[config.mk]
export PLATFORM = sky130hd
export DESIGN_NAME = systolic_sequencer
export DESIGN_NICKNAME = d
export VERILOG_FILES = /design/src/rtl/systolic_sequencer.sv
export SDC_FILE = /design/constraint.sdc
export NUM_CORES = 1
export LEC_CHECK = 0
export BUFFER_PORTS_ARGS = -buffer_cell sky130_fd_sc_hd__buf_4
export CAP_MARGIN = 40
export CORE_MARGIN = 10
export CORE_UTILIZATION = 50
export DETAILED_ROUTE_END_ITERATION = 8
export PLACE_DENSITY = 0.71
export SETUP_SLACK_MARGIN = 0.02
export SLEW_MARGIN = 20
export SYNTH_ARGS = -nofsm -noshare
export SYNTH_HDL_FRONTEND = slang
export SYNTH_SLANG_ARGS = --single-unit
[constraint.sdc]
create_clock -name clk -period 4.6 [get_ports clk]
set_input_delay 0.92 -clock clk [delete_from_list [all_inputs] [get_ports clk]]
set_output_delay 0.92 -clock clk [all_outputs]
set_load 0.02 [all_outputs]
[src/rtl/systolic_sequencer.sv]
// systolic_sequencer
//
// Command-driven controller for the NxN systolic matrix-multiply datapath.
// It accepts a matmul command that covers a number of K-tiles. For each tile
// it requests an operand load, then holds the diagonal feeder enable for one
// feed window. It manages the accumulator clear and enable, waits for the
// array to drain, and presents the result with a valid/ready handshake.
//
// Handshakes: a transfer happens on a rising edge where both sides are high.
//   cmd_valid/cmd_ready : the command is taken in an IDLE cycle.
//   load_req/load_ack   : the tile is resident once load_ack is sampled in LOAD.
//   out_valid/out_ready : the result is consumed once out_ready is sampled in RESULT.
// Every output is decoded from registered state, so no input reaches an
// output combinationally.
//
// Ports:
//   clk, rst             clock; synchronous active-high reset
//   cmd_valid/cmd_ready  command handshake
//   cmd_tiles, cmd_clear tile count and accumulator-clear flag, captured on accept
//   load_req/load_ack    tile load handshake
//   feed_en              feeder enable; a low level restarts the feeder at step 0
//   acc_clear, acc_en    accumulator clear pulse and capture enable
//   tile_idx             index of the tile being loaded or fed
//   out_valid/out_ready  result handshake
//   busy, done           not-idle flag and one-cycle completion pulse
//   dbg_state            current FSM state, for observation only
module systolic_sequencer #(
    parameter int N            = 32,
    parameter int FEED_CYCLES  = 2 * N - 1,
    parameter int DRAIN_CYCLES = N,
    parameter int TW           = 8
) (
    input  logic          clk,
    input  logic          rst,
    input  logic          cmd_valid,
    output logic          cmd_ready,
    input  logic [TW-1:0] cmd_tiles,
    input  logic          cmd_clear,
    output logic          load_req,
    input  logic          load_ack,
    output logic          feed_en,
    output logic          acc_clear,
    output logic          acc_en,
    output logic [TW-1:0] tile_idx,
    output logic          out_valid,
    input  logic          out_ready,
    output logic          busy,
    output logic          done,
    output logic [2:0]    dbg_state
);

    localparam int CNT_MAX = (FEED_CYCLES > DRAIN_CYCLES) ? FEED_CYCLES : DRAIN_CYCLES;
    localparam int CW      = (CNT_MAX > 1) ? $clog2(CNT_MAX) : 1;

    localparam logic [CW-1:0] FEED_LAST  = CW'(FEED_CYCLES - 1);
    localparam logic [CW-1:0] DRAIN_LAST = CW'(DRAIN_CYCLES - 1);

    typedef enum logic [2:0] {
        S_IDLE   = 3'd0,
        S_CLR    = 3'd1,
        S_LOAD   = 3'd2,
        S_FEED   = 3'd3,
        S_DRAIN  = 3'd4,
        S_RESULT = 3'd5,
        S_DONE   = 3'd6
    } state_t;

    state_t        state_q, state_d;
    logic [CW-1:0] cnt_q, cnt_d;
    logic [TW-1:0] tile_q, tile_d;
    logic [TW-1:0] tiles_q, tiles_d;
    logic          last_tile;

    // The sum is widened by one bit, so tile_idx+1 cannot wrap when tiles = 2^TW-1.
    assign last_tile = ({1'b0, tile_q} + (TW+1)'(1)) >= {1'b0, tiles_q};

    always_ff @(posedge clk) begin
        if (rst) begin
            state_q <= S_IDLE;
            cnt_q   <= '0;
            tile_q  <= '0;
            tiles_q <= '0;
        end else begin
            state_q <= state_d;
            cnt_q   <= cnt_d;
            tile_q  <= tile_d;
            tiles_q <= tiles_d;
        end
    end

    always_comb begin
        state_d = state_q;
        cnt_d   = cnt_q;
        tile_d  = tile_q;
        tiles_d = tiles_q;
        case (state_q)
            S_IDLE: begin
                tile_d = '0;
                cnt_d  = '0;
                if (cmd_valid) begin
                    tiles_d = cmd_tiles;
                    if (cmd_tiles == '0) begin
                        state_d = S_DONE;
                    end else if (cmd_clear) begin
                        state_d = S_CLR;
                    end else begin
                        state_d = S_LOAD;
                    end
                end
            end
            S_CLR: begin
                state_d = S_LOAD;
            end
            S_LOAD: begin
                if (load_ack) begin
                    state_d = S_FEED;
                    cnt_d   = '0;
                end
            end
            S_FEED: begin
                if (cnt_q == FEED_LAST) begin
                    cnt_d = '0;
                    if (last_tile) begin
                        state_d = S_DRAIN;
                    end else begin
                        tile_d  = tile_q + TW'(1);
                        state_d = S_LOAD;
                    end
                end else begin
                    cnt_d = cnt_q + CW'(1);
                end
            end
            S_DRAIN: begin
                if (cnt_q == DRAIN_LAST) begin
                    cnt_d   = '0;
                    state_d = S_RESULT;
                end else begin
                    cnt_d = cnt_q + CW'(1);
                end
            end
            S_RESULT: begin
                if (out_ready) begin
                    state_d = S_DONE;
                end
            end
            S_DONE: begin
                tile_d  = '0;
                state_d = S_IDLE;
            end
            default: begin
                state_d = S_IDLE;
            end
        endcase
    end

    always_comb begin
        cmd_ready = 1'b0;
        acc_clear = 1'b0;
        load_req  = 1'b0;
        feed_en   = 1'b0;
        acc_en    = 1'b0;
        out_valid = 1'b0;
        done      = 1'b0;
        case (state_q)
            S_IDLE:   cmd_ready = 1'b1;
            S_CLR:    acc_clear = 1'b1;
            S_LOAD:   load_req  = 1'b1;
            S_FEED: begin
                feed_en = 1'b1;
                acc_en  = 1'b1;
            end
            S_DRAIN:  acc_en    = 1'b1;
            S_RESULT: out_valid = 1'b1;
            S_DONE:   done      = 1'b1;
            default: begin
            end
        endcase
    end

    assign busy      = (state_q != S_IDLE);
    assign tile_idx  = tile_q;
    assign dbg_state = state_q;

endmodule

## After elaboration in Yosys (flattened, before gate mapping)

Cells that the tools add are included.

- Register bits after elaboration: 25
- Bits of input ports: 14
- Output and inout bits: 19
- Logic and storage cells: 56

- Add/subtract/negate cells: 3
- Magnitude comparators: 1
- Equal/unequal tests: 14
- Muxes and demuxes: 23
- Reductions and logical operators: 11

Operator list:

| operator | count |
|---|---|
| case mux 6 bit (4 select lines) | 1 |
| two-way mux 3 bit | 7 |
| two-way mux 6 bit | 3 |
| case mux 3 bit (6 select lines) | 1 |
| two-way mux 8 bit | 2 |
| case mux 8 bit (2 select lines) | 1 |
| inequality test 2 bit (second input constant) | 6 |
| adder 8 x 1 -> 9 bit (second input constant) | 1 |
| == test 3 bit (second input constant) | 3 |
| greater-or-equal comparator 9 x 8 -> 1 bit | 1 |
| adder 8 x 1 -> 8 bit (second input constant) | 1 |
| logical NOT 8 bit | 1 |
| two-way mux 1 bit | 7 |
| adder 6 x 1 -> 6 bit (second input constant) | 1 |
| == test 3 x 2 -> 1 bit (second input constant) | 2 |
| == test 6 x 5 -> 1 bit (second input constant) | 1 |
| == test 6 bit (second input constant) | 1 |
| AND reduction 5 bit | 1 |
| AND reduction 2 bit | 2 |
| nonzero test 4 bit | 1 |
| OR reduction 2 bit | 2 |
| == test 3 x 1 -> 1 bit (second input constant) | 1 |
| logical NOT 3 bit | 1 |
| AND reduction 3 bit | 1 |
| 3 further kinds | 3 |

## Depth between registers and ports, before layout

- Depth in word-level cells: 5
- Gate-level depth with buffers: 10

## Least setup slack after synthesis

Ideal clock, no wire load.

- Kind: reg-to-reg
- From: register tile_q[0], in the netlist tile_idx[0]
- To: register tile_q[5], in the netlist tile_idx[5]
- Setup time: 0.059 ns
- Arrival: 2.721 ns
- Setup slack: 1.820 ns
- Stages on the path, launching flop included: 11
- Path buffers: 0
- Cells stage by stage: dfxtp_1 ha_1 and3_1 nand3_1 xnor2_1 ha_1 a21o_2 a221oi_4 o2111ai_4 or4_1 nand2_1

- Cells in the longest elaborated chain, start to end: 4
- Elaborated cells on any way between the ends: 8
- Classes of those cells: add/sub (2); order compare (1); eq/ne (1); mux (3); reduce/logical (1)

RTL lines:

| item | RTL line | RTL |
|---|---|---|
| start: declaration | 70 | `logic [TW-1:0] tile_q, tile_d;` |
| start signal: assignment | 86 | `tile_q <= tile_d;` |
| adder 8 x 1 -> 9 bit or adder 8 x 1 -> 8 bit (tied branches) | 75, 126 |  |
| greater-or-equal comparator 9 x 8 -> 1 bit or two-way mux 8 bit (tied branches) | 75, 123 |  |
| inequality test 2 bit (no line) or two-way mux 8 bit (tied branches) | -- |  |
| AND reduction 3 bit (no line) or case mux 8 bit (2 select lines) (tied branches) | -- |  |

Parallel ways exist; a longest one is shown, timed or not. The select of a mux whose other input is x is not followed.
A chain may end at the register's enable or synchronous reset.

## Final worst setup path

Ends and elaborated chain as after synthesis.

==> metrics.md <==
| Metric | Value |
|---|---|
| Clock tree root buffer cell | clkbuf_4 |
| Layout cells sized above 1 | between 20% and 30% |
| R2R cell count | 10 |
| Vias/cell | roughly 5.7 |
| Die height | slightly below 80 um |
| Dominant cell type by area after synthesis | dfxtp_1 |
| Via count | roughly 1500 |
| Tcrit/Tclk final | 62.07% |
| LEAKAGE | about 0.76 nW |
| Yosys warns | 0 |
| Total net switching power | between 0.4 and 0.5 mW |
| DR pass1 iterations | 4 |
| Starting density of the core | between 50% and 60% |
| TritonCTS clock tree | done |
| Most common cell after layout, fill and taps aside | buf_4 |
| H-Tree Depth | 1 |
| Max Fclk | roughly 350 MHz |
| Pwr dens | between 400 and 500 mW/mm^2 |
| Slew margin rel. | between 60% and 70% |
| GRT Total Usage | between 10% and 20% |
| Min-delay src | tiles_q[6]$_SDFFE_PP0P_ |
| Final Slew Violations | 0 |
| Vias in the first global route | ~1500 |
| Max Clock Skew | slightly below 9 ps |
| Drt wl/cell | roughly 14 um |
| Post-Synth Simple-Gate Area | a little under a quarter |
| Clock Sinks | 25 |
| Synth Area in Compound Gates | roughly a quarter |
| Unrepaired setup endpoints after global routing | no |
| Synth Cell Area | roughly 0.0016 mm^2 |
| Nets | approximately 250 |
| Crit path largest cell delay | 450 ps |
| Netlist cell types | 50 |
| Clk pin slew, worst setup/hold paths | 150 ps |
| Worst min path class | reg -> reg |
| Main combinational cell family by area after synthesis | compound AO/OA/AOI/OAI gates |
| Setup Viol. Count Final | 0 |
| Post-synth top flop | dfxtp_1 |
| Diodes inserted | 0 |
| Synth top area cells | dfxtp_1, ha_1, a21oi_1 |
| Slowest CP cell | dfxtp_1 |
| Synth Area in XOR/XNOR | under 10% |
| Post-cts resize count | 0 |
| Worst r2r dst | tile_idx[5]$_SDFFE_PP0P_ |
| Global route overflow | 0 |
| DRC viols | 0 |
| Syn_area_per_cell | a little over 8 um^2 |
| Gpl congestion | a little under 0.9 |
| Outcome | finished clean |
| Rows | 20 |
| Setup TNS Final | 0 ps |
| Worst-Margin Slew | roughly 560 ps |
| Internal power | roughly 0.46 mW |
| Seq/Total Area, Yosys | between 30% and 40% |
| Hold depth | 2 |
| Core Region | 0.003103 mm^2 |
| Most frequent cells in the layout | buf_4, nand2_1, dfxtp_1, a21oi_1, inv_1 |
| CP Class | reg -> reg |
| Peak supply drop | around 0.34 mV |
| Chip Width | between 70 and 80 um |
| Post-CTS Setup Bufs | 0 |
| Critical Path Sink Type | flip-flop |
| Crit-path max FO | 10 |
| Crit-path cells | ha_1, and3_1, nand3_1, xnor2_1, ha_1, a21o_2, a221oi_4, o2111ai_4, or4_1, nand2_1 |
| Hold EP | tiles_q[6]$_SDFFE_PP0P_ |
| Filler cells | roughly 300 |
| Post-DRT Antenna Nets | 0 |
| Top-area cell type share of the netlist area | between 30% and 40% |
| Adder-Cell Fraction of Synth Area | 8.397% |
| Mux share of post-synthesis cell area | 0.6107% |
| Clk_lat worst skew | about 330 ps |
| Global-route wire length before repair | roughly 6600 um |
| Inserted Clock Buffers | 3 |
| Hold Buf Count CTS | 0 |
| Area of the multi-input gates | 0.001026 mm^2 |
| Clk pwr share | 12.1% |
| Area growth, synth to finish | 16.18% |
| Final non-filler cell total | approximately 270 |
| Placed Area | 0.001874 mm^2 |
| Critical Path AT | between 3000 and 4000 ps |
| Syn nets | around 220 |
| Crit path max-delay family | simple AND/OR/NAND/NOR gates |
| Crit-path most repeated cell | ha_1 |
| Synth async-reset ratio | 0% |
| Seq pwr share | a little over a third |
| Critical Path RT | 4890 ps |
| Largest net degree at the start of global routing | 26 |
| Longest Clk Path Bufs | 2 |
| Initial antenna violation count | 0 |
| Number of port buffers | 32 |
| Total wire length | between 3000 and 4000 um |
| Post-synth EDFFs | 0 |
| Sw Share | 47.27% |
| R2r setup slk | ~1700 ps |
| Crit path time final | about 2900 ps |
| Number of synthesized register bits | 25 |
| Dpl cells | approximately 270 |
| Drt initial violations | 66 |
| Placed wire-length estimate | between 3000 and 4000 um |
| Comb pwr share | a little over half |
| Die area | slightly below 0.006 mm^2 |
| Mapped Cells | 199 |
| Max Cap Viol | 0 |
| Reg2Reg Launch Point | tile_idx[0]$_SDFFE_PP0P_ |
| Hold Violations, Final | 0 |
| Register area | between 500 and 600 um^2 |
| Buf+Inv Stages, Crit Path | 0 |
| IO Count | 33 |
| Design Area, Final | approximately 0.0019 mm^2 |
| Startpoint Class | flip-flop |
-- cell usage after synthesis (4+ instances only) --
library cell  count
a211oi_1          4
a21oi_1          19
dfxtp_1          25
ha_1             11
inv_1            14
nand2_1          25
nand2b_1          7
nand3_1          10
nand4_1           4
nor2_1           12
o211ai_1          5
o21ai_0           4
o41ai_1           4
xnor2_1           5
-- metrics by stage --
stage	worst slack [ps]	hold WS (ps)	utilization (%)	power [mW]
finish	1745	467.8	61.37	0.8747
global route	1540	492.4	61.37	0.9404
CTS	1747	469.0	61.37	0.8774
detailed placement	1786	450.1	60.40	0.7717
global placement	1868	449.9	60.40	0.7637
floorplan	1820	436.3	-	0.6310
-- power by group through the flow --
stage	sequential (mW)	combinational [mW]	clock, mW
2_1_floorplan	0.289	0.342	0
3_3_place_gp	0.307	0.457	0
3_5_place_dp	0.309	0.463	0
4_1_cts	0.304	0.466	0.108
5_1_grt	0.312	0.512	0.116
6_report	0.305	0.464	0.106
-- how the worst max path moves through the flow --
stage	start	endpoint	slack [ps]	depth (start not counted)
global route	tile_idx[0]$_SDFFE_PP0P_	tile_idx[5]$_SDFFE_PP0P_	1540	10
global placement	tile_idx[0]$_SDFFE_PP0P_	tile_idx[5]$_SDFFE_PP0P_	1870	10
finish	tile_idx[0]$_SDFFE_PP0P_	tile_idx[5]$_SDFFE_PP0P_	1740	10
detailed placement	tile_idx[0]$_SDFFE_PP0P_	tile_idx[5]$_SDFFE_PP0P_	1790	10
CTS	tile_idx[0]$_SDFFE_PP0P_	tile_idx[5]$_SDFFE_PP0P_	1750	10
floorplan	tile_idx[0]$_SDFFE_PP0P_	tile_idx[5]$_SDFFE_PP0P_	1820	10
-- cell families (layout without fill, tap and decap cells) --
group,Yosys count,in the layout
AOI/OAI and AO/OA,57,57
xor gates and xnor gates,6,6
adders and majority gates,11,11
buffers and inverters,22,50
DFF,25,25
muxes,1,1
and+or+nand+nor,77,77
-- tightest hold or removal path: stages, from the launching register on --
cell	delay [ps]
dfxtp_1	340
nand2_1	50
a21oi_1	50
-- layout make-up --
| class | instances | area share [%] |
|---|---|---|
| multi-input combinational | 152 | 53.88 |
| sequential | 25 | 26.28 |
| timing repair buffer | 32 | 12.61 |
| tap | 44 | 2.891 |
| inverter | 14 | 2.760 |
| clock buffer | 3 | 1.183 |
| clock inverter | 1 | 0.3942 |
-- routing by layer --
layer | part of all wire, % | up-vias | global-route usage, %
li1 | - | 782 | -
met1 | 45 | 703 | 15.58
met2 | 49 | 45 | 21.82
met3 | 5.6 | 4 | 3.030
met4 | 1.2 | 0 | 4.927
met5 | 0 | - | 0
-- sequential cells by signal, summed over array words and instances, names as in the netlist --
signal and flops:
tile_idx 8, tiles_q 8, cnt_q 6, dbg_state 3
Note: power is estimated with default switching activity, not from simulation.
